`src/rtl/alu_seq_ctrl.sv`:
```
// Multi-cycle Moore sequencer for the shared 16-bit datapath: latches one
// decoded instruction per start request and drives every datapath enable.
module alu_seq_ctrl (
   input  logic       clk,
   input  logic       reset_n,
   input  logic       s,
   input  logic [2:0] opcode,
   input  logic [1:0] op,
   output logic       w,
   output logic       err,
   output logic [2:0] nsel,
   output logic       loada,
   output logic       loadb,
   output logic       loadc,
   output logic       loads,
   output logic       asel,
   output logic       bsel,
   output logic       vsel,
   output logic       write,
   output logic [1:0] alu_op
);

   typedef enum logic [2:0] {
      S_WAIT,
      S_DECODE,
      S_WIMM,
      S_GET_A,
      S_GET_B,
      S_EXEC,
      S_CMP,
      S_WB
   } state_t;

   localparam logic [4:0] I_MOV_IMM = 5'b110_10;
   localparam logic [4:0] I_MOV_REG = 5'b110_00;
   localparam logic [4:0] I_ADD     = 5'b101_00;
   localparam logic [4:0] I_CMP     = 5'b101_01;
   localparam logic [4:0] I_AND     = 5'b101_10;
   localparam logic [4:0] I_MVN     = 5'b101_11;

   state_t     state_q, state_d;
   logic [4:0] instr_q, instr_d;

   always_ff @(posedge clk or negedge reset_n) begin
      if (!reset_n) begin
         state_q <= S_WAIT;
         instr_q <= 5'b0;
      end else begin
         state_q <= state_d;
         instr_q <= instr_d;
      end
   end

   // The instruction is captured only when leaving WAIT; everything after
   // that decodes from instr_q so the decoder may move on freely.
   always_comb begin
      state_d = state_q;
      instr_d = instr_q;
      case (state_q)
         S_WAIT: begin
            if (s) begin
               instr_d = {opcode, op};
               state_d = S_DECODE;
            end
         end
         S_DECODE: begin
            case (instr_q)
               I_MOV_IMM:               state_d = S_WIMM;
               I_MOV_REG, I_MVN:        state_d = S_GET_B;
               I_ADD, I_AND, I_CMP:     state_d = S_GET_A;
               default:                 state_d = S_WAIT;
            endcase
         end
         S_WIMM:  state_d = S_WAIT;
         S_GET_A: state_d = S_GET_B;
         S_GET_B: state_d = (instr_q == I_CMP) ? S_CMP : S_EXEC;
         S_EXEC:  state_d = S_WB;
         S_CMP:   state_d = S_WAIT;
         S_WB:    state_d = S_WAIT;
         default: state_d = S_WAIT;
      endcase
   end

   always_comb begin
      w      = 1'b0;
      err    = 1'b0;
      nsel   = 3'b000;
      loada  = 1'b0;
      loadb  = 1'b0;
      loadc  = 1'b0;
      loads  = 1'b0;
      asel   = 1'b0;
      bsel   = 1'b0;
      vsel   = 1'b0;
      write  = 1'b0;
      alu_op = 2'b00;
      case (state_q)
         S_WAIT: w = 1'b1;
         S_DECODE: begin
            err = !(instr_q inside {I_MOV_IMM, I_MOV_REG, I_ADD, I_CMP, I_AND, I_MVN});
         end
         S_WIMM: begin
            nsel  = 3'b001;
            vsel  = 1'b1;
            write = 1'b1;
         end
         S_GET_A: begin
            nsel  = 3'b001;
            loada = 1'b1;
         end
         S_GET_B: begin
            nsel  = 3'b100;
            loadb = 1'b1;
         end
         S_EXEC: begin
            // MOV reg reuses the adder as a pass-through: C = 0 + B.
            loadc = 1'b1;
            if (instr_q == I_MOV_REG) begin
               asel   = 1'b1;
               alu_op = 2'b00;
            end else begin
               alu_op = instr_q[1:0];
            end
         end
         S_CMP: begin
            alu_op = 2'b01;
            loads  = 1'b1;
         end
         S_WB: begin
            nsel  = 3'b010;
            write = 1'b1;
         end
         default: w = 1'b0;
      endcase
   end

endmodule
```
`config.mk`:
```
export PLATFORM = sky130hd
export DESIGN_NAME = alu_seq_ctrl
export DESIGN_NICKNAME = d
export VERILOG_FILES = /design/src/rtl/alu_seq_ctrl.sv
export SDC_FILE = /design/constraint.sdc
export NUM_CORES = 1
export LEC_CHECK = 0
export CORE_MARGIN = 8
export CORE_UTILIZATION = 40
export CTS_BUF_LIST = sky130_fd_sc_hd__clkbuf_16
export DETAILED_ROUTE_END_ITERATION = 8
export PLACE_DENSITY = 0.87
export SYNTH_ARGS = -nofsm -noshare
export SYNTH_HDL_FRONTEND = slang
export SYNTH_SLANG_ARGS = --single-unit
```
`constraint.sdc`:
```
create_clock -name clk -period 1.5 [get_ports clk]
set_input_delay 0.15 -clock clk [delete_from_list [all_inputs] [get_ports clk]]
set_output_delay 0.15 -clock clk [all_outputs]
set_load 0.05 [all_outputs]
```
# == Word level (Yosys, flattened, before mapping) ==
# Cells that the tools add are included.
# word_totals
output_inout_bits,15
n_memories,0
input_bits,8
latch_bits,0
reg_bits,8
mem_bits_rw,0
romBits,0
# classes
bitwise,0
shift,0
n_reduce_logical,9
add_sub_neg,0
div,0
n_lt_le_gt_ge,0
muxes,17
mul,0
eq_ne,14
# op_table
operator,n
equality test 5 bit (second input constant),6
case mux 3 bit (3 select lines),2
case mux 3 bit (6 select lines),1
equality test 3 bit (second input constant),4
2-to-1 mux 1 bit,10
equality test 3 x 2 -> 1 bit (second input constant),2
nonzero test 6 bit,1
OR reduction 2 bit,3
OR reduction 3 bit,2
2-to-1 mux 2 bit,2
case mux 2 bit (2 select lines),1
equality test 3 x 1 -> 1 bit (second input constant),1
zero test 3 bit,1
2-to-1 mux 3 bit,1
!= test 2 bit (second input constant),1
AND reduction 2 bit,1
zero test 1 bit,1

# == Longest topological paths before layout ==
# Gate-level depths: netlist of run 1.
# depth
ltp_word,4
depth_mapped,4
ltp_nobuf,3

# == Least setup slack after synthesis of run 1 ==
# OpenSTA, ideal clock, no wires.
# synth_path
path_type,reg2out
start,reg state_q[0]
end,out asel
path_slack_ns,-0.616
stages_incl_launch_ff,5
n_path_buf,1
required_ns,1.350
arrival_time_ns,1.966
cell_sequence,dfrtp_1 -> buf_4 -> nand2_1 -> nor2_1 -> and4_1
# synth_between
elab_chain_cells,2
# synth_rtl
element,line,rtl
start: declaration,41,"state_t state_q, state_d;"
start signal: assignment,49,state_q <= state_d;
equality test 3 bit,97,case (state_q)
2-to-1 mux 1 bit,97,
end: declaration,16,"output logic asel,"
# No other way between the ends.

# == Worst setup path in the final report of run 1 ==
# layout_path
start,reg state_q[1]
end,out asel
# The elaborated chain is that of the path after synthesis.

==> results.py, run 1 <==
metrics = {
    "outcome": {
        "outcome": "finished, violations left",
        "violations": "negative setup slack",
    },
    "timing": {
        "fmax_ghz": 0.650,
        "period_needed_ns": 1.54,
        "maxSlewViolCount": 0,
        "timing.final.ws_setup_ns": -0.0393,
        "setup_violations": 3,
        "period_share_pct": 103,
        "hold_viol_final": 0,
        "finClkSkew_ns": 0.00162,
        "rsz0062_at_grt": "yes",
    },
    "worst_setup_path": {
        "slowest_stage": "dfrtp_2",
        "path_cells": "buf_4 > nor2_4 > and4_4 > buf_12",
        "critical_path_required_ns": 1.35,
        "startpoint_type": "flip-flop",
        "path_buf_inv": 2,
        "crit_family": "flip-flops",
        "max_stage_delay_ns": 0.44,
        "crit_cells": 4,
        "reg2regPathDepth": 4,
        "end_kind": "output pin",
        "critPathKind": "flip-flop to output pin",
        "cp_max_fo": 6,
        "cp.arrival_ns": 1.39,
    },
    "synthesis": {
        "synth_warnings": 0,
        "syn_nets": 67,
        "synth_cell_type_count": 29,
        "synth_edf_count": 0,
        "syn-cell-area_um2": 544,
        "synth_seq_area_share_pct": 36.8,
        "synthAdderAreaFrac_pct": 0,
        "synth-xor-area-share_pct": 0,
        "synth-compound-area-share_pct": 14.5,
        "synth_async_sr_flop_share_pct": 100,
        "synth_top_family_by_area": "simple AND/OR/NAND/NOR gates",
        "ys_dominant_reg_cell": "dfrtp_1",
        "muxShareOfSynthArea_pct": 8.28,
        "synth_cells": 59,
        "synth-seq-cells": 8,
        "syn_avg_cell_area_um2": 9.22,
        "synth_simple_gate_area_share_pct": 30.8,
    },
    "global_route": {
        "overflow": 0,
        "grt_first_pass_wirelength_um": 2750,
        "grt_usage_pct": 13.2,
        "grt_start_max_net_pins": 9,
        "grt_pass1_vias": 594,
        "antenna_found_initial": 0,
    },
    "floorplanning": {
        "core-area_um2": 1280,
        "dieWidth_um": 52.9,
        "start_util_pct": 42.4,
        "dieArea_um2": 2800,
        "ios": 23,
        "rows": 13,
        "dieHeight_um": 52.9,
    },
    "drt": {
        "via_per_inst": 6.31,
        "firstDrtPassIters": 4,
        "ant_nets": 0,
        "wire_per_inst_um": 22.3,
        "via_count": 700,
        "drc_errors": 0,
        "totalWireLength_um": 2480,
        "drtIter0Drc": 45,
    },
    "clock_tree": {
        "cts_tree": "built",
        "cts-root-buf": "clkbuf_16",
        "cts.path.max_buffers": 2,
        "cts_made_buffers": 3,
        "cts.sinks": 8,
        "clk_pin_slew_worst_paths_ns": 0.04,
        "h-tree-depth": 1,
        "clock_latency_ns": 0.23,
    },
    "final_layout": {
        "final_core_utilization_pct": 93.6,
        "fillers": 39,
        "num_antenna_cells": 0,
        "areaGrowthSynthToFinish_pct": 121,
        "stdcell_area_um2": 1200,
        "final_common_cell": "buf_4",
        "fin_nets": 106,
        "drive_gt1_share_pct": 66.7,
        "most-common-layout-cells": "16 x buf_4, 13 x buf_12, 7 x clkdlybuf4s50_1",
    },
    "power": {
        "irDropWorstVdd_mv": 1.59,
        "combPwrFrac_pct": 65.9,
        "p_clk_share_pct": 15.7,
        "cellPowerDensity_nw_per_um2": 2320,
        "internal_power_mw": 1.56,
        "switching_share_pct": 44.3,
        "p_seq_share_pct": 18.4,
        "cellLeakagePower_nw": 0.517,
        "switching_power_mw": 1.24,
    },
    "run": {
        "cap_violations": 0,
    },
    "placement": {
        "io_buffers": 21,
        "dpl_cell_area_um2": 926,
        "gp_congestion": 0.793,
        "dpl.hpwl_um": 1170,
    },
    "min_path": {
        "min_path_type": "input port to async pin",
    },
}
cell type report:
type | instances | area (um^2) | area share (%)
repair buffers | 39 | 488 | 40.6
clock buffers | 3 | 75.1 | 6.24
inverters | 2 | 11.3 | 0.937
multi-input cells | 44 | 405 | 33.7
flip-flops and latches | 8 | 204 | 17.0
well taps | 15 | 18.8 | 1.56
cell families (layout without fill, tap and decap cells):
family | after synthesis | count (layout)
AO/OA/AOI/OAI | 11 | 11
multiplexers | 4 | 4
flip-flops | 8 | 8
other | 1 | 1
buffers and inverters | 7 | 44
AND/OR/NAND/NOR | 28 | 28
power by group through the flow:
stage	sequential [mW]	clock, mW	combinational (mW)
after CTS	0.475	0.447	1.44
after global routing	0.522	0.457	1.91
after detailed placement	0.453	0	1.31
after floorplan	0.412	0	0.832
after global placement	0.443	0	1.28
final	0.514	0.439	1.84
cell usage after synthesis (2+ instances only):
library cell / count / area share, %
o21ai_0: 3 / 2.8
buf_4: 4 / 5.5
dfrtp_1: 8 / 37
mux2_2: 4 / 8.3
nor3_1: 3 / 2.8
nor2_1: 6 / 4.1
inv_1: 2 / 1.4
a21oi_1: 2 / 1.8
nand2_1: 7 / 4.8
stage by stage:
| stage | cells | setup slack, ns | hold slack (ns) | power, mW | TNS, ns |
|---|---|---|---|---|---|
| floorplan | 59 | -0.353 | -0.146 | 1.24 | -1.93 |
| CTS | 103 | -0.0326 | 0.202 | 2.37 | -0.0771 |
| detailed placement | 96 | -0.00294 | 0.438 | 1.76 | -0.00539 |
| finish | 111 | -0.0393 | 0.197 | 2.79 | -0.0766 |
| global route | 111 | -0.0618 | 0.226 | 2.89 | -0.245 |
| global placement | 96 | 0.0358 | 0.431 | 1.73 | 0 |
registers in the layout, summed over array words and instances (netlist names):
signal / cells
instr_q: 5
state_q: 3
path summary, 6_finish.rpt:
path	from	endpoint	slack, ns
max	state_q[1]	asel	-0.04
min	reset_n	instr_q[4]	0.20
max reg2reg	state_q[1]	instr_q[3]	0.03
min reg2reg	instr_q[3]	instr_q[3]	0.62
max in group asynchronous	reset_n	state_q[1]	1.03
min in group clk	opcode[2]	instr_q[4]	0.54
metal layers:
layer	global-route usage (%)	vias up	wire length [um]	share of wire [%]
met1	13.4	348	931	38
li1	-	284	-	-
met2	24.4	62	1220	49
met3	2.52	6	281	11
met4	7.33	0	47	1.9
met5	0	-	0	0
what timing repair did:
action	in CTS	in global routing
setup buffers	4	8
pin swaps	1	5
resized for setup	13	18
hold buffers	0	0
endpoints found under the setup margin	8	10
No activity file was read; power rests on OpenSTA's default activity.
==> run 2: changes to the inputs <==
--- a/config.mk
+++ b/config.mk
@@ -10,6 +10,7 @@
 export CTS_BUF_LIST = sky130_fd_sc_hd__clkbuf_16
 export DETAILED_ROUTE_END_ITERATION = 8
 export PLACE_DENSITY = 0.87
+export SETUP_SLACK_MARGIN = 0.2
 export SYNTH_ARGS = -nofsm -noshare
 export SYNTH_HDL_FRONTEND = slang
 export SYNTH_SLANG_ARGS = --single-unit
==> results.py, run 2 <==
metrics = {
    "floorplanning": {
        "dieWidth_um": 52.9,
        "dieHeight_um": 52.9,
        "start_util_pct": 42.4,
        "rows": 13,
        "ios": 23,
    },
    "synthesis": {
        "synth_edf_count": 0,
        "synth-compound-area-share_pct": 14.5,
        "synth_top_family_by_area": "simple AND/OR/NAND/NOR gates",
        "synth_cells": 59,
        "syn_nets": 67,
        "synth.top_cells.by_area": "dfrtp_1 37%, mux2_2 8.3%, buf_4 5.5%",
        "synth_largest_area_cell": "dfrtp_1",
        "synthAdderAreaFrac_pct": 0,
        "synth.most_common_cell": "dfrtp_1",
        "syn-cell-area_um2": 544,
        "ys_dominant_reg_cell": "dfrtp_1",
        "synth_async_sr_flop_share_pct": 100,
        "syn_avg_cell_area_um2": 9.22,
        "synth_seq_area_share_pct": 36.8,
        "synth_simple_gate_area_share_pct": 30.8,
        "synth-xor-area-share_pct": 0,
        "muxShareOfSynthArea_pct": 8.28,
        "synth_warnings": 0,
        "synth_largest_type_area_fraction_pct": 36.8,
        "ys_top_cells_by_count": "8 x dfrtp_1, 7 x nand2_1, 6 x nor2_1",
        "synth-seq-cells": 8,
        "synth_cell_type_count": 29,
    },
    "clock_tree": {
        "cts-root-buf": "clkbuf_16",
        "postCtsResizedCells": 42,
        "cts.path.max_buffers": 2,
        "cts.sinks": 8,
        "postCtsHoldBufs": 0,
        "cts_setup_buffers": 19,
        "h-tree-depth": 1,
        "cts_made_buffers": 3,
    },
    "outcome": {
        "tool.error": "[ERROR DPL-0038] Utilization greater than 100%, impossible to legalize",
        "stop_stage": "4_1_cts",
        "outcome": "stopped before the end",
    },
    "placement": {
        "gp_congestion": 0.894,
        "dpl_cell_area_um2": 975,
        "io_buffers": 21,
        "numPlacedInstances": 96,
        "dpl.hpwl_um": 1340,
    },
}
## run 2: cell counts after synthesis
No cell type changed its count.
## run 2: through the flow
step                      hold WS (ns)  setup WS, ns  setup TNS (ns)
after floorplan                 -0.146       0.00582               0
after detailed placement         0.444       -0.0149         -0.0502
after global placement           0.436        0.0411               0
## run 2: cells by family after synthesis
family / count (synthesis)
compound gates: 11
buf+inv: 7
flops: 8
mux: 4
other cells: 1
simple gates: 28
==> run 3: changes to the inputs <==
==> config.mk (replaced) <==
export PLATFORM = sky130hd
export DESIGN_NAME = alu_seq_ctrl
export DESIGN_NICKNAME = d
export VERILOG_FILES = /design/src/rtl/alu_seq_ctrl.sv
export SDC_FILE = /design/constraint.sdc
export NUM_CORES = 1
export LEC_CHECK = 0
export CORE_AREA = 8 8 69 71
export DETAILED_ROUTE_END_ITERATION = 8
export DIE_AREA = 0 0 77 79
export PLACE_DENSITY_LB_ADDON = 0.15
export SYNTH_ARGS = -nofsm -noshare
export SYNTH_HDL_FRONTEND = slang
export SYNTH_SLANG_ARGS = --single-unit
==> results.py, run 3 (same netlist as run 1, synthesis figures left out) <==
metrics = {
    "final_layout": {
        "stdcell_area_um2": 1100,
        "final_core_utilization_pct": 29.0,
        "final_common_cell": "buf_12",
        "largest-register": "instr_q",
        "top_regs": "instr_q (5), state_q (3)",
        "fin_nets": 99,
        "num_antenna_cells": 0,
        "largest_register_ffs": 5,
        "areaGrowthSynthToFinish_pct": 102,
        "drive_gt1_share_pct": 56.2,
        "finalNonFillerCells": 139,
        "most-common-layout-cells": "13 x buf_12, 10 x buf_4, 7 x clkdlybuf4s50_1",
    },
    "timing": {
        "fin_setup_tns_ns": -0.0368,
        "setup_violations": 3,
        "hold_viol_final": 0,
        "fmax_ghz": 0.658,
        "period_needed_ns": 1.52,
        "holdWs_ns": 0.204,
        "finClkSkew_ns": 0.00408,
        "maxSlewViolCount": 0,
        "rsz0062_at_grt": "yes",
        "timing.final.ws_setup_ns": -0.0188,
        "period_share_pct": 101,
    },
    "worst_setup_path": {
        "critical_path_required_ns": 1.35,
        "crit_end": "w",
        "reg2regPathDepth": 3,
        "end_kind": "output pin",
        "crit_start": "state_q[2]",
        "r2r-start": "state_q[2]",
        "r2r_end": "instr_q[4]",
        "rrSetupSlack_ns": 0.14,
        "cp_max_fo": 8,
        "cp.arrival_ns": 1.37,
        "critPathKind": "flip-flop to output pin",
        "startpoint_type": "flip-flop",
    },
    "min_path": {
        "min_path_type": "input port to async pin",
    },
    "clock_tree": {
        "clk_pin_slew_worst_paths_ns": 0.04,
        "cts.path.max_buffers": 2,
        "cts_made_buffers": 3,
        "cts_tree": "built",
        "clock_latency_ns": 0.23,
        "postCtsHoldBufs": 0,
        "h-tree-depth": 1,
        "cts-root-buf": "clkbuf_8",
        "cts.sinks": 8,
    },
    "power": {
        "cellLeakagePower_nw": 0.446,
        "irDropWorstVdd_mv": 0.864,
        "fin_total_pwr_mw": 2.22,
        "cellPowerDensity_nw_per_um2": 2010,
    },
    "placement": {
        "gp_congestion": 0.719,
        "numPlacedInstances": 132,
        "dpl.hpwl_um": 1310,
        "dpl_cell_area_um2": 977,
        "place_ws_ns": -0.0310,
        "io_buffers": 21,
    },
    "run": {
        "cap_violations": 0,
    },
    "global_route": {
        "antenna_found_initial": 0,
        "grt_first_pass_wirelength_um": 2860,
        "met3_usage_pct": 1.69,
        "grt_pass1_vias": 601,
        "grt.met2_usage_pct": 7.82,
        "grt_start_max_net_pins": 9,
        "use_met1_pct": 8.00,
        "grt_busiest_layer": "met1",
        "grt_usage_pct": 5.82,
        "overflow": 0,
    },
    "drt": {
        "totalWireLength_um": 1660,
        "drc_errors": 0,
        "wire_per_inst_um": 11.9,
        "ant_nets": 0,
        "drtIter0Drc": 30,
        "firstDrtPassIters": 3,
        "via_per_inst": 3.99,
        "via_count": 554,
    },
    "floorplanning": {
        "dieHeight_um": 79,
        "dieArea_um2": 6080,
        "core-area_um2": 3800,
        "start_util_pct": 14.3,
        "dieWidth_um": 77,
        "rows": 23,
        "ios": 23,
    },
    "outcome": {
        "violations": "negative setup slack",
        "outcome": "finished, violations left",
    },
}
run 3: worst min-delay path by stage:
stage | to | cells past startpoint
6_report | instr_q[0] | 1
5_1_grt | instr_q[4] | 1
4_1_cts | instr_q[0] | 1
3_5_place_dp | instr_q[4] | 1
3_3_place_gp | instr_q[4] | 1
2_1_floorplan | instr_q[0] | 0
run 3: cell type report:
class	count	area, um^2
well taps	50	62.6
flip-flops and latches	8	203
multi-input cells	44	359
clock buffers	3	41.3
repair buffers	32	428
inverters	2	7.51
fillers	404	2700
run 3: power by group:
part	leakage, nW	switching, mW	internal (mW)
clock	0.0216	0.0774	0.173
combinational	0.328	0.787	0.721
sequential	0.0959	0.137	0.320
total	0.446	1.00	1.21
run 3: layer usage:
| layer | vias to the layer above | wire length, um | part of all wire, % |
|---|---|---|---|
| met1 | 258 | 868 | 52 |
| met3 | 2 | 89 | 5.4 |
| met2 | 22 | 692 | 42 |
| li1 | 272 | - | - |
| met4 | 0 | 9 | 0.54 |
| met5 | - | 0 | 0 |
run 3: worst max-delay path, stage by stage (launching register included):
cell and delay [ns]:
dfrtp_2 0.47, buf_6 0.16, nor3_1 0.33, buf_12 0.19
run 3: repair_timing:
| item | CTS | global route |
|---|---|---|
| setup endpoints to repair | 11 | 11 |
| resized for setup | 12 | 5 |
| pin swaps | 2 | 2 |
| setup buffers | 3 | 1 |
==> run 4: changes to the inputs <==
--- a/config.mk
+++ b/config.mk
@@ -9,6 +9,7 @@
 export DETAILED_ROUTE_END_ITERATION = 8
 export DIE_AREA = 0 0 77 79
 export PLACE_DENSITY_LB_ADDON = 0.15
+export SLEW_MARGIN = 20
 export SYNTH_ARGS = -nofsm -noshare
 export SYNTH_HDL_FRONTEND = slang
 export SYNTH_SLANG_ARGS = --single-unit
==> constraint.sdc (replaced) <==
create_clock -name clk -period 1.8 [get_ports clk]
set_input_delay 0.18 -clock clk [delete_from_list [all_inputs] [get_ports clk]]
set_output_delay 0.18 -clock clk [all_outputs]
set_load 0.05 [all_outputs]
==> results.py, run 4 (same netlist as run 1, synthesis figures left out) <==
metrics = {
    "outcome": {
        "outcome": "finished, final reports clean",
    },
    "worst_setup_path": {
        "rrSetupSlack_ns": 0.25,
        "path_cells": "nand2_1 > nor2_2 > and4_1 > buf_12",
        "cp.arrival_ns": 1.48,
        "max_stage_delay_ns": 0.46,
        "cp_max_fo": 6,
        "path_buf_inv": 1,
        "critical_path_required_ns": 1.62,
        "startpoint_type": "flip-flop",
        "critPathKind": "flip-flop to output pin",
        "end_kind": "output pin",
        "slowest_stage": "dfrtp_1",
        "crit_family": "simple AND/OR/NAND/NOR gates",
    },
    "final_layout": {
        "num_antenna_cells": 0,
        "largest_register_ffs": 5,
        "most-common-layout-cells": "13 x buf_12, 7 x nand2_1, 7 x clkdlybuf4s50_1, 7 x dfrtp_1",
        "final_common_cell": "buf_12",
        "finalNonFillerCells": 131,
        "fillers": 424,
        "areaGrowthSynthToFinish_pct": 80.7,
        "fin_nets": 91,
        "largest-register": "instr_q",
        "top_regs": "instr_q (5), state_q (3)",
        "final_core_utilization_pct": 25.9,
        "drive_gt1_share_pct": 40.7,
    },
    "clock_tree": {
        "cts_made_buffers": 3,
        "postCtsHoldBufs": 0,
        "clock_latency_ns": 0.22,
        "cts-root-buf": "clkbuf_8",
        "clk_pin_slew_worst_paths_ns": 0.04,
        "cts.sinks": 8,
        "cts.path.max_buffers": 2,
        "cts_setup_buffers": 0,
        "postCtsResizedCells": 0,
        "h-tree-depth": 1,
        "cts_tree": "built",
    },
    "global_route": {
        "grt_first_pass_wirelength_um": 2600,
        "antenna_found_initial": 0,
        "grt_usage_pct": 5.25,
        "grt_start_max_net_pins": 10,
        "grt_pass1_vias": 532,
        "overflow": 0,
    },
    "min_path": {
        "min_path_type": "input port to async pin",
    },
    "timing": {
        "fmax_ghz": 0.603,
        "hold_viol_final": 0,
        "fin_setup_tns_ns": 0,
        "finClkSkew_ns": 0.00157,
        "maxSlewViolCount": 0,
        "rsz0062_at_grt": "no",
        "setup_violations": 0,
        "period_needed_ns": 1.66,
        "period_share_pct": 92.2,
    },
    "drt": {
        "via_count": 511,
        "ant_nets": 0,
        "drc_errors": 0,
        "firstDrtPassIters": 3,
        "wire_per_inst_um": 11.9,
        "totalWireLength_um": 1560,
        "via_per_inst": 3.90,
        "drtIter0Drc": 10,
    },
    "placement": {
        "io_buffers": 21,
        "dpl.hpwl_um": 1340,
        "numPlacedInstances": 128,
        "gp_congestion": 0.730,
    },
    "floorplanning": {
        "dieHeight_um": 79,
        "core-area_um2": 3800,
        "dieWidth_um": 77,
        "dieArea_um2": 6080,
        "ios": 23,
        "rows": 23,
        "start_util_pct": 14.3,
    },
    "power": {
        "fin_total_pwr_mw": 1.64,
        "cellLeakagePower_nw": 0.399,
        "irDropWorstVdd_mv": 0.826,
        "cellPowerDensity_nw_per_um2": 1670,
    },
    "run": {
        "cap_violations": 0,
    },
}
[run 4: worst paths after layout]
| path | startpoint | cells after the start | end |
|---|---|---|---|
| max in group asynchronous | reset_n | 1 | state_q[1] |
| min reg2reg | instr_q[3] | 1 | instr_q[3] |
| min | reset_n | 1 | instr_q[2] |
| max reg2reg | state_q[0] | 3 | instr_q[0] |
| min in group clk | op[1] | 3 | instr_q[1] |
| max | state_q[2] | 4 | asel |
[run 4: cell type report]
| class | count | area, um^2 | area share (%) |
|---|---|---|---|
| tap | 50 | 62.6 | 6.36 |
| clock buffer | 3 | 41.3 | 4.20 |
| multi-input combinational | 44 | 310 | 31.6 |
| inverter | 2 | 7.51 | 0.763 |
| timing repair buffer | 24 | 360 | 36.6 |
| sequential | 8 | 201 | 20.5 |
[run 4: worst register-to-register path, delay by kind of cell, from the launching register on]
kind / cells / cell delay [ns]
buffers and inverters: 1 / 0.19
flip-flops: 1 / 0.44
AND/OR/NAND/NOR: 1 / 0.43
multiplexers: 1 / 0.38
[run 4: report_power, final]
group / internal (mW) / switching (mW)
combinational: 0.471 / 0.558
sequential: 0.266 / 0.134
clock: 0.144 / 0.0646
[run 4: metrics by stage]
stage,area [um^2],worst slack (ns),hold WS [ns]
2_1_floorplan,554,-0.0830,-0.116
3_3_place_gp,936,0.235,0.485
3_5_place_dp,936,0.211,0.494
4_1_cts,977,0.0149,0.253
5_1_grt,983,0.0378,0.264
6_report,983,0.141,0.240
[run 4: layer usage]
metal / track usage [%] / routed length (um) / vias up
li1: - / - / 256
met1: 7.41 / 841 / 229
met2: 7.05 / 624 / 22
met3: 1.69 / 74 / 4
met4: 2.26 / 21 / 0
met5: 0 / 0 / -
